<file path="config.mk">
export PLATFORM = sky130hd
export DESIGN_NAME = f_fetch_stage_flat
export DESIGN_NICKNAME = d
export VERILOG_FILES = /design/src/rtl/f_fetch_stage_pkg.sv /design/src/rtl/f_fetch_stage_if.sv /design/src/rtl/f_fetch_stage_npc_calc.sv /design/src/rtl/f_fetch_stage.sv /design/src/flat_wrapper.sv
export SDC_FILE = /design/constraint.sdc
export NUM_CORES = 1
export LEC_CHECK = 0
export CAP_MARGIN = 10
export CELL_PAD_IN_SITES_DETAIL_PLACEMENT = 1
export CELL_PAD_IN_SITES_GLOBAL_PLACEMENT = 1
export CORE_MARGIN = 3
export CORE_UTILIZATION = 25
export CTS_CLUSTER_DIAMETER = 80
export CTS_CLUSTER_SIZE = 8
export DETAILED_ROUTE_END_ITERATION = 6
export PLACE_DENSITY = 0.88
export SYNTH_ARGS = -nofsm -noshare
export SYNTH_HDL_FRONTEND = slang
export SYNTH_SLANG_ARGS = --single-unit
</file>
<file path="constraint.sdc">
create_clock -name clk -period 3.35 [get_ports clk]
set_input_delay 0.67 -clock clk [delete_from_list [all_inputs] [get_ports clk]]
set_output_delay 0.67 -clock clk [all_outputs]
set_load 0.005 [all_outputs]
</file>
<file path="src/rtl/f_fetch_stage_pkg.sv">
// cpu_defs: control-flow selectors, exception codes and fetch address map shared across stages
package cpu_defs;
  typedef enum logic [2:0] {
    NPC_SEQ = 3'd0,
    NPC_BR  = 3'd1,
    NPC_J   = 3'd2,
    NPC_JR  = 3'd3
  } npc_sel_e;
  localparam logic [4:0] EXC_NONE = 5'd0;
  localparam logic [4:0] EXC_ADEL = 5'd4;
  localparam logic [31:0] RESET_PC_DEF   = 32'h0000_3000;
  localparam logic [31:0] HANDLER_PC_DEF = 32'h0000_4180;
  localparam logic [31:0] IM_LO_DEF      = 32'h0000_3000;
  localparam logic [31:0] IM_HI_DEF      = 32'h0000_6FFC;
  function automatic logic is_adel(input logic [31:0] pc, input logic [31:0] lo, input logic [31:0] hi);
    return (pc[1:0] != 2'b00) || (pc < lo) || (pc > hi);
  endfunction
endpackage

</file>
<file path="src/rtl/f_fetch_stage_if.sv">
// f_fetch_stage_if: fetch-stage control inputs, instruction-memory port and F/D outputs
interface f_fetch_stage_if;
  logic        en;
  logic        req;
  logic        exl_clr;
  logic [31:0] epc;
  logic [2:0]  d_npc_sel;
  logic [31:0] d_pc;
  logic [15:0] d_imm16;
  logic [25:0] d_index26;
  logic [31:0] d_rs_value;
  logic [31:0] i_inst_addr;
  logic [31:0] i_inst_rdata;
  logic [31:0] f_pc;
  logic [31:0] f_command;
  logic [4:0]  f_exccode;
  modport master (
    output en, req, exl_clr, epc, d_npc_sel, d_pc, d_imm16, d_index26, d_rs_value, i_inst_rdata,
    input  i_inst_addr, f_pc, f_command, f_exccode
  );
  modport slave (
    input  en, req, exl_clr, epc, d_npc_sel, d_pc, d_imm16, d_index26, d_rs_value, i_inst_rdata,
    output i_inst_addr, f_pc, f_command, f_exccode
  );
endinterface

</file>
<file path="src/rtl/f_fetch_stage_npc_calc.sv">
// npc_calc: combinational next-PC mux driven by the decode-stage control-flow decision
module npc_calc
  import cpu_defs::*;
(
  input  logic [31:0] pc_i,
  input  logic [2:0]  sel_i,
  input  logic [31:0] d_pc_i,
  input  logic [15:0] imm16_i,
  input  logic [25:0] index26_i,
  input  logic [31:0] rs_value_i,
  output logic [31:0] npc_o
);
  logic [31:0] seq_pc, d_pc4, br_pc, j_pc;
  always_comb begin
    seq_pc = pc_i + 32'd4;
    d_pc4  = d_pc_i + 32'd4;
    br_pc  = d_pc4 + {{14{imm16_i[15]}}, imm16_i, 2'b00};
    j_pc   = {d_pc4[31:28], index26_i, 2'b00};
    npc_o  = sel_i == NPC_BR ? br_pc :
             sel_i == NPC_J  ? j_pc  :
             sel_i == NPC_JR ? rs_value_i : seq_pc;
  end
endmodule

</file>
<file path="src/rtl/f_fetch_stage.sv">
// f_fetch_stage: fetch PC register with exception/eret redirects, IM addressing and AdEL detection
module f_fetch_stage
  import cpu_defs::*;
#(
  parameter logic [31:0] RESET_PC   = RESET_PC_DEF,
  parameter logic [31:0] HANDLER_PC = HANDLER_PC_DEF,
  parameter logic [31:0] IM_LO      = IM_LO_DEF,
  parameter logic [31:0] IM_HI      = IM_HI_DEF
)(
  input logic clk,
  input logic reset,
  f_fetch_stage_if.slave bus
);
  logic [31:0] pc_q, pc_d, npc;
  npc_calc u_npc (
    .pc_i       (pc_q),
    .sel_i      (bus.d_npc_sel),
    .d_pc_i     (bus.d_pc),
    .imm16_i    (bus.d_imm16),
    .index26_i  (bus.d_index26),
    .rs_value_i (bus.d_rs_value),
    .npc_o      (npc)
  );
  // Redirects bypass the stall so the F/D register and this stage flush together.
  always_comb
    pc_d = reset       ? RESET_PC   :
           bus.req     ? HANDLER_PC :
           bus.exl_clr ? bus.epc    :
           bus.en      ? npc        : pc_q;
  always_ff @(posedge clk)
    pc_q <= pc_d;
  always_comb begin
    bus.i_inst_addr = pc_q;
    bus.f_pc        = pc_q;
    bus.f_command   = bus.i_inst_rdata;
    bus.f_exccode   = is_adel(pc_q, IM_LO, IM_HI) ? EXC_ADEL : EXC_NONE;
  end
endmodule

</file>
<file path="src/flat_wrapper.sv">
// flat-port wrapper written by rule: the top's interface ports become plain ports
module f_fetch_stage_flat import cpu_defs::*;
#(
  parameter logic [31:0] RESET_PC   = RESET_PC_DEF,
  parameter logic [31:0] HANDLER_PC = HANDLER_PC_DEF,
  parameter logic [31:0] IM_LO      = IM_LO_DEF,
  parameter logic [31:0] IM_HI      = IM_HI_DEF
)
  (clk, reset, bus_en, bus_req, bus_exl_clr, bus_epc, bus_d_npc_sel, bus_d_pc, bus_d_imm16, bus_d_index26, bus_d_rs_value, bus_i_inst_rdata, bus_i_inst_addr, bus_f_pc, bus_f_command, bus_f_exccode);
  f_fetch_stage_if bus_i ();
  input logic clk;
  input logic reset;
  input wire logic [$bits(bus_i.en)-1:0] bus_en;
  input wire logic [$bits(bus_i.req)-1:0] bus_req;
  input wire logic [$bits(bus_i.exl_clr)-1:0] bus_exl_clr;
  input wire logic [$bits(bus_i.epc)-1:0] bus_epc;
  input wire logic [$bits(bus_i.d_npc_sel)-1:0] bus_d_npc_sel;
  input wire logic [$bits(bus_i.d_pc)-1:0] bus_d_pc;
  input wire logic [$bits(bus_i.d_imm16)-1:0] bus_d_imm16;
  input wire logic [$bits(bus_i.d_index26)-1:0] bus_d_index26;
  input wire logic [$bits(bus_i.d_rs_value)-1:0] bus_d_rs_value;
  input wire logic [$bits(bus_i.i_inst_rdata)-1:0] bus_i_inst_rdata;
  output wire logic [$bits(bus_i.i_inst_addr)-1:0] bus_i_inst_addr;
  output wire logic [$bits(bus_i.f_pc)-1:0] bus_f_pc;
  output wire logic [$bits(bus_i.f_command)-1:0] bus_f_command;
  output wire logic [$bits(bus_i.f_exccode)-1:0] bus_f_exccode;
  assign bus_i.en = bus_en;
  assign bus_i.req = bus_req;
  assign bus_i.exl_clr = bus_exl_clr;
  assign bus_i.epc = bus_epc;
  assign bus_i.d_npc_sel = bus_d_npc_sel;
  assign bus_i.d_pc = bus_d_pc;
  assign bus_i.d_imm16 = bus_d_imm16;
  assign bus_i.d_index26 = bus_d_index26;
  assign bus_i.d_rs_value = bus_d_rs_value;
  assign bus_i.i_inst_rdata = bus_i_inst_rdata;
  assign bus_i_inst_addr = bus_i.i_inst_addr;
  assign bus_f_pc = bus_i.f_pc;
  assign bus_f_command = bus_i.f_command;
  assign bus_f_exccode = bus_i.f_exccode;
  f_fetch_stage #(.RESET_PC(RESET_PC), .HANDLER_PC(HANDLER_PC), .IM_LO(IM_LO), .IM_HI(IM_HI)) u_core (.clk(clk), .reset(reset), .bus(bus_i));
endmodule
</file>
# Word-level counts from Yosys, hierarchy flattened
# Index checks and enable logic that the tools add are counted.
# W data, S select, Z words.
# totals
ff_bits,32
out_inout_bits,101
# op_classes
add_sub_neg,3
eq_ne,3
muxes,7
n_reduce_logical,6
order_cmp,2
# ops
cell,count
$mux W32,5
$add A32 B3 Y32 const B,2
$add A32 B32 Y32,1
$gt A32 B15 Y1 const B,1
$lt A32 B14 Y1 const B,1
$mux W15,1
$eq A3 B2 Y1 const B,2
$reduce_bool A2 Y1,2
$eq A3 B1 Y1 const B,1
$mux W3,1
$reduce_bool A3 Y1,1
$logic_or A1 B1 Y1,2
$reduce_or A2 Y1,1

# Longest topological paths before layout
# Gate-level depths: netlist of run 1.
# depth
depth_word,7
ltp_mapped,15
mapped_depth_nobuf,15

# Hierarchy
# From an unflattened synthesis of run 1, not the netlist that was laid out.
# unflattened
cells_unflattened,760
hier_area_um2,5952.0
# by_module_without_submodules
mod,cells_per_inst,instances,area_per_inst_um2
npc_calc,541,1,3696.0
f_fetch_stage,219,1,2255.9

# Worst setup path after synthesis of run 1
# No wires, ideal clock.
# synth_timing
path_type,input port to flip-flop
from,in bus_d_pc[2]
to,reg u_core.pc_q[29] (netlist: u_core.bus.f_pc[29])
path_stages,15
slack_ps,-194
path_buffers,0
arrival_ps,3449
setup_time_ps,95
path_cell_list,ha_1 -> inv_1 -> nor3_1 -> nand2_1 -> nor2_1 -> xnor2_1 -> ha_1 -> a21o_1 -> a21o_1 -> a21o_1 -> or3_1 -> nor3_1 -> o31ai_2 -> xnor2_1 -> a221oi_1
# synth_between
elab_chain_len,5
elab_cells_between_ends,6
cone_classes,2 x add/sub; 4 x mux
# synth_lines
item,line_no,source
"start, declared",flat_wrapper.sv:18,input wire logic [$bits(bus_i.d_pc)-1:0] bus_d_pc;
$add A32 B3 Y32 *,f_fetch_stage_npc_calc.sv:16,d_pc4 = d_pc_i + 32'd4;
$add A32 B32 Y32 or $mux W32 (tied branches),"f_fetch_stage_npc_calc.sv:17, f_fetch_stage_npc_calc.sv:20",
$mux W32 *,f_fetch_stage_npc_calc.sv:19,npc_o = sel_i == NPC_BR ? br_pc :
$mux W32 *,f_fetch_stage.sv:29,bus.en ? npc : pc_q;
$mux W32 *,f_fetch_stage.sv:28,bus.exl_clr ? bus.epc :
"end signal, assigned",f_fetch_stage.sv:31,pc_q <= pc_d;
"end, declared",f_fetch_stage.sv:14,"logic [31:0] pc_q, pc_d, npc;"
# Every way passes the cells marked *; elsewhere a longest branch is shown, timed or not. The select of a mux whose other input is x is not followed.
# A chain may end at the register's enable or synchronous reset.

# Worst setup path in the final report of run 1
# layout_timing
from,in bus_d_pc[9]
to,reg u_core.pc_q[29] (netlist: u_core.bus.f_pc[29])
# Same word-level chain as after synthesis.

==> impl_results.md, run 1 <==
* Placement Setup Slack at -0.741 ns
* Cell internal pwr at 1.34 mW
* Post-route ant nets at 0
* Final WL at 27.6 mm
* Cell Area, Synth at 5480 um^2
* Synth Instances at 773
* Sequential share of the synthesized area at 11.7%
* Clock power frac at 22.3%
* DIE AREA at 23700 um^2
* Drt wl/cell at 20.5 um
* Placeable Area at 21300 um^2
* Routed vias/inst at 5.29
* Port-buffer cells at 210
* Synth unique cells at 60
* Leakage power at 3.77 nW
* Layout cell share with drive strength beyond 1 at 28.5%
* Clock Latency Late Sink at 0.29 ns
* First-pass iteration count of the detailed router at 5
* #FFs+latches synth at 32
* Max transition margin at 47.2%
* Die X at 154 um
* Sw Pwr at 799 uW
* Post-route insts no fill at 1344
* HP Class: reg -> reg
* Fin crit period at 3.44 ns
* Average size of a mapped cell at 7.09 um^2
* Max IR drop VDD at 0.000167 V
* First-pass GRT wire length at 40.6 mm
* Core Util, Final at 44.3%
* Initial antenna violation count at 0
* Std-Cell Rows at 53
* Starting Density at 25.8%
* Number of buffers created by CTS at 5
* # nets final at 1282
* Share of synthesized flip-flops with an asynchronous set or reset at 0%
* H-tree levels at 2
* Status: finished with violations
* Failing checks: setup timing
* Worst-margin pin slew at 0.783 ns
* Critical path launch point type: input pin
* TritonCTS clock tree: built
* Final-report max-slew violation count at 0
* Number of global-route vias before repair at 7485
* Via count at 7112
* Bufs on Longest Clock Path at 2
* Worst EP required at 3.54 ns
* Chip height at 154 um
* Sequential power share at 20.8%
* Combinational group share of total power at 56.9%
* Area delta synth->final at 71.8%
* CP arrival at 3.63 ns
* Max FFs per register at 32
* Yosys warns at 0
* Worst hold margin at 0.676 ns
* Total GRT Usage at 21.0%
* Main synth FF type: dfxtp_1
* Setup-failing EPs final at 4
* Power Density at 227 nW/um^2
* Final hold vios at 0
* Max Cap Viol at 0
* Max Freq at 291 MHz
* Largest net degree at the start of global routing at 32
* N_diodes at 0
* Gpl congestion at 0.922
* Post-synth EDFFs at 0
* HPWL Detailed at 21.3 mm
* # IOs at 279
* Residual overflow from global routing at 0
* Initial DRC Count at 508
* Setup slack after layout at -0.0877 ns
* Drc violations at 0
* CP endpoint kind: register
* Dpl cells at 1313
* Critical path class: in -> reg
* Sw frac at 37.3%
* CTS root buffer: clkbuf_16
* Final cycle utilization of the critical path at 103%
* Unrepaired setup endpoints after global routing: yes
* Crit Path Max Fanout at 3
* TritonCTS Sinks at 32
* Clock-pin slew on the worst setup and hold paths at 0.06 ns
* Skew final at 0.00918 ns
* Setup TNS at -0.250 ns
logic make-up (layout without fill, tap and decap cells):
family | after synthesis | in the layout | share of synthesized area (%)
other | 1 | 4 | 0.0684
AO/OA/AOI/OAI | 211 | 211 | 24.6
flip-flops | 32 | 32 | 11.7
multiplexers | 28 | 28 | 5.18
AND/OR/NAND/NOR | 275 | 275 | 25.5
adder cells (fa/ha/maj) | 36 | 36 | 8.35
buffers and inverters | 115 | 408 | 12.6
XOR/XNOR | 75 | 75 | 12.0
cell usage after synthesis (3+ instances only):
master | number | area, um^2
xor2_1 | 26 | 228
o211ai_1 | 7 | 52.6
nor3_1 | 24 | 120
a211oi_1 | 19 | 143
nand4_1 | 20 | 125
a21o_1 | 11 | 82.6
nor2b_1 | 7 | 43.8
nor4_1 | 7 | 43.8
a221oi_1 | 6 | 52.6
o21a_1 | 5 | 37.5
a21oi_1 | 87 | 435
buf_4 | 69 | 518
xnor2_1 | 49 | 429
nand3_1 | 28 | 140
o21bai_1 | 5 | 37.5
or4_1 | 3 | 22.5
nand2_1 | 51 | 191
o21ai_0 | 31 | 155
ha_1 | 35 | 438
or3_1 | 8 | 50.1
and4_1 | 8 | 70.1
mux2i_1 | 25 | 250
clkbuf_1 | 21 | 78.8
buf_1 | 6 | 22.5
o31ai_1 | 4 | 30.0
or2_2 | 5 | 31.3
and3_1 | 6 | 37.5
nor2_1 | 82 | 308
and2_1 | 4 | 25.0
dfxtp_1 | 32 | 641
nor3b_1 | 6 | 45.0
inv_1 | 17 | 63.8
o221ai_1 | 12 | 105
nand2b_1 | 10 | 62.6
o311ai_0 | 4 | 35.0
o211a_1 | 3 | 30.0
power groups by stage:
stage	combinational (mW)	clock (mW)	sequential (mW)
floorplan	0.520	0	0.440
global placement	1.04	0	0.452
detailed placement	1.07	0	0.454
CTS	1.11	0.480	0.446
global route	1.31	0.497	0.450
finish	1.22	0.478	0.446
timing repair:
action / CTS / global route
setup endpoints to repair: 19 / 18
pin swaps: 58 / 68
hold endpoints to repair: 0 / 0
setup buffers: 18 / 8
resized for setup: 114 / 88
hold buffers: 0 / 0
area by class of cell:
cell class / instances / area, um^2
well taps: 275 / 344
repair buffers: 382 / 3410
inverters: 18 / 67.6
clock inverters: 2 / 10.0
multi-input cells: 629 / 4810
clock buffers: 6 / 139
fillers: 2559 / 11900
flip-flops and latches: 32 / 641
layout by cell type, fill, tap and decap left out, types with 5 or more instances in the layout:
master	netlist	layout
and3_1	6	5
xnor2_2	0	8
ha_1	35	23
and4_1	8	8
a21oi_2	0	10
buf_4	69	162
mux2i_1	25	24
clkdlybuf4s50_1	0	188
o211ai_1	7	7
nor2_2	0	6
nand2_1	51	42
a211oi_1	19	16
or2_2	5	5
nor3b_1	6	6
xor2_1	26	22
nand3_2	1	8
nor3_1	24	17
nand3_1	28	19
nand4_1	20	20
a221oi_1	6	5
o221ai_1	12	12
o21ai_0	31	21
nand2b_1	10	10
dlygate4sd2_1	0	6
inv_1	17	16
buf_6	0	18
clkbuf_16	0	5
a21o_1	11	11
xnor2_1	49	38
o21ai_1	2	7
o21a_1	5	5
a21oi_1	87	76
nor2_1	82	72
dfxtp_1	32	32
nor4_1	7	6
nand2_2	0	8
nor2b_1	7	6
ha_4	0	9
per-layer routing:
metal / share of wire [%] / vias up / global-route usage (%)
met5: 0 / - / 0
met4: 3.2 / 0 / 6.64
met3: 5.7 / 61 / 2.20
met2: 51 / 294 / 38.7
met1: 40 / 3422 / 25.5
li1: - / 3335 / -
critical path: stages:
cell      delay (ns)
buf_6           0.07
nand4_1         0.14
buf_4           0.18
nor3_4          0.25
nand2_2         0.13
nor2_4          0.15
xnor2_2         0.13
ha_1            0.28
a21o_1          0.20
a21o_1          0.17
a21o_1          0.22
or3_4           0.35
nor3_4          0.23
o31ai_2         0.10
xnor2_1         0.14
a221oi_1        0.24
final timing paths:
path	startpoint	to	slack (ns)	depth (start not counted)
setup / recovery	bus_d_pc[9]	u_core.bus.f_pc[29]	-0.09	16
hold / removal	u_core.bus.f_pc[15]	u_core.bus.f_pc[15]	0.68	2
setup reg to reg	u_core.bus.f_pc[2]	u_core.bus.f_pc[24]	0.47	9
hold reg to reg	u_core.bus.f_pc[15]	u_core.bus.f_pc[15]	0.68	2
stage by stage:
step	instance area [um^2]	power, mW
2_1_floorplan	5520	0.960
4_1_cts	8940	2.04
3_5_place_dp	8450	1.52
6_report	9420	2.14
3_3_place_gp	8450	1.49
5_1_grt	9420	2.26
(Power assumes the default switching activity.)
==> inputs of run 2 (changes only) <==
Settings changed: CORE_MARGIN 3 to 2.
==> run 2 against run 1 <==
Highest routed layer unchanged; core utilization shrank 2.5 points; clock-buffer cell count grew 1; register-to-register slack got worse by 0.05 ns; combinational power is 5% lower; setup slack improved by 0.068 ns; the flow still finishes with violations (setup timing); critical path depth rose by 1; non-clock buffer count decreased by 22; clock skew decreased by 0.0026 ns.
==> impl_results.md, run 2 (synthesis results as in run 1) <==
* Status: finished with violations
* Failing checks: setup timing
* First-pass iteration count of the detailed router at 5 (unchanged)
* Die X at 152 um (-1.3%)
* Post-route insts no fill at 1327 (-1.3%)
* Setup TNS at -0.0344 ns (+0.215 ns)
* Worst-margin pin slew at 0.620 ns (-0.163 ns)
* HPWL Detailed at 21.2 mm (-0.48%)
* Chip height at 152 um (-1.3%)
* DIE AREA at 23100 um^2 (-2.6%)
* Port-buffer cells at 210 (unchanged)
* Worst-path cell chain: buf_6 > nand4_1 > buf_4 > nor3_4 > nand2_2 > nor2_4 > xnor2_2 > ha_1 > a21o_1 > a21o_1 > a21o_1 > or3_4 > nor3_4 > buf_4 > nor2_2 > xnor2_2 > a211oi_1
* Std-Cell Rows at 54 (+1.9%)
* Starting Density at 25.3% (-0.48 points)
* CP endpoint kind: register
* # IOs at 279 (unchanged)
* Max Cap Viol at 0 (unchanged)
* Layout cell share with drive strength beyond 1 at 24.2% (-4.4 points)
* Largest net degree at the start of global routing at 29 (-9.4%)
* Setup slack after layout at -0.0195 ns (+0.0682 ns)
* Most common cell after layout, fill and taps aside: clkdlybuf4s50_1
* Placeable Area at 21700 um^2 (+1.9%)
* Initial antenna violation count at 0 (unchanged)
* Number of global-route vias before repair at 7537 (+0.69%)
* Clock-pin slew on the worst setup and hold paths at 0.06 ns (about the same)
* Cell area after layout at 9050 um^2 (-4.0%)
* Final cycle utilization of the critical path at 101% (-2.0 points)
* Number of buffers created by CTS at 5 (unchanged)
* Residual overflow from global routing at 0 (unchanged)
* Setup-failing EPs final at 2 (-2)
* Max transition margin at 58.2% (+11 points)
* Drt wl/cell at 20.2 um (-1.5%)
* Final-report max-slew violation count at 0 (unchanged)
* Dpl cells at 1306 (-0.53%)
* Bufs on Longest Clock Path at 2 (unchanged)
* Power Density at 241 nW/um^2 (+6.0%)
* Skew final at 0.00656 ns (-0.00262 ns)
* Most frequent CP cell: a21o_1
* Crit-path slowest cell: or3_4
* N_diodes at 0 (unchanged)
* Final hold vios at 0 (unchanged)
* Worst R2R Path Depth at 9 (unchanged)
* Drc violations at 0 (unchanged)
* First-pass GRT wire length at 40.8 mm (+0.63%)
* Post-route ant nets at 0 (unchanged)
* Crit Path Max Fanout at 3 (unchanged)
* Fin crit period at 3.37 ns (-0.0682 ns)
* Worst EP required at 3.55 ns (about the same)
* Placed Area at 8360 um^2 (-0.99%)
* Critical path class: in -> reg
* TritonCTS Sinks at 32 (unchanged)
* Hold path depth at 2 (unchanged)
* Leakage power at 3.63 nW (-3.6%)
* H-tree levels at 2 (unchanged)
* Initial DRC Count at 485 (-4.5%)
* TritonCTS clock tree: built
* Via count at 7047 (-0.91%)
* Final WL at 26.9 mm (-2.8%)
* Critical path launch point type: input pin
* Commonest non-fill, non-tap cells in the layout: 187 x clkdlybuf4s50_1, 149 x buf_4, 77 x a21oi_1, 74 x nor2_1, 46 x nand2_1
* # nets final at 1260 (-1.7%)
* HP Class: reg -> reg
* CTS root buffer: clkbuf_16
* CP arrival at 3.57 ns (-0.06 ns)
* Final Total Pwr at 2.18 mW (+1.8%)
* Max incr delay on CP at 0.35 ns (about the same)
* Max FFs per register at 32 (unchanged)
* Routed vias/inst at 5.31 (+0.36%)
* Area delta synth->final at 65.0%
* Max Freq at 297 MHz (+2.0%)
* Max IR drop VDD at 0.000153 V (-8.1%)
* Gpl congestion at 0.907 (-1.6%)
* Total GRT Usage at 21.7% (+0.68 points)
* Unrepaired setup endpoints after global routing: yes
* Clock Latency Late Sink at 0.29 ns (about the same)
## run 2: cell count changes in the layout (fill, tap and decap cells not counted), sizes merged
cell           before  now
buf               184  162
dlymetal6s2s        0    1
clkdlybuf4s15       4    1
clkdlybuf4s50     188  187
clkbuf              6   10
clkinv              3    1
bufinv              0    1
## run 2: power by group
group / switching [mW] / leakage [nW] / total [mW] / internal (mW)
Sequential: 0.0424 / 0.263 / 0.443 / 0.401
Combinational: 0.553 / 3.28 / 1.16 / 0.606
Clock: 0.188 / 0.0901 / 0.580 / 0.392
Total: 0.783 / 3.63 / 2.18 / 1.40
## run 2: through the flow
stage                     utilization, %  setup WS [ns]  hold WS, ns
after floorplan                        -        -0.0671        0.599
after global placement              38.6         -0.627        0.647
after global routing                41.7         -0.216        0.742
after detailed placement            38.6         -0.750        0.676
final                               41.7        -0.0195        0.702
after CTS                           40.3        -0.0431        0.698
## run 2: layer usage
layer / GRT usage (%) / vias to the layer above / wire [um]
met1: 26.3 / 3393 / 11100
met3: 2.80 / 77 / 1330
met4: 7.65 / 0 / 966
li1: - / 3289 / -
met2: 39.2 / 288 / 13500
met5: 0 / - / 0
## run 2: worst max-delay path, delay by kind of cell
| family | cells | cell delay [ns] |
|---|---|---|
| buffers and inverters | 3 | 0.40 |
| XOR/XNOR | 2 | 0.27 |
| AND/OR/NAND/NOR | 7 | 1.21 |
| AO/OA/AOI/OAI | 4 | 0.72 |
| adder cells (fa/ha/maj) | 1 | 0.30 |
## run 2: worst paths after layout
| kind | slack, ns | start | to |
|---|---|---|---|
| setup / recovery | -0.02 | bus_d_pc[10] | u_core.bus.f_pc[27] |
| hold / removal | 0.70 | u_core.bus.f_pc[15] | u_core.bus.f_pc[15] |
| setup reg to reg | 0.42 | u_core.bus.f_pc[2] | u_core.bus.f_pc[20] |
| hold reg to reg | 0.70 | u_core.bus.f_pc[15] | u_core.bus.f_pc[15] |
## run 2: timing repair
item,4_1_cts,5_1_grt
resized for setup,96,62
pin swaps,31,37
setup endpoints to repair,18,12
buffers inserted,10,6
hold buffers,0,0
## run 2: final cells by class
class                   count  area (um^2)
flip-flops and latches     32          641
clock inverters             1         30.0
fillers                  2604        12600
repair buffers            360         3220
clock buffers               7          153
well taps                 280          350
multi-input cells         629         4590
inverters                  18         67.6
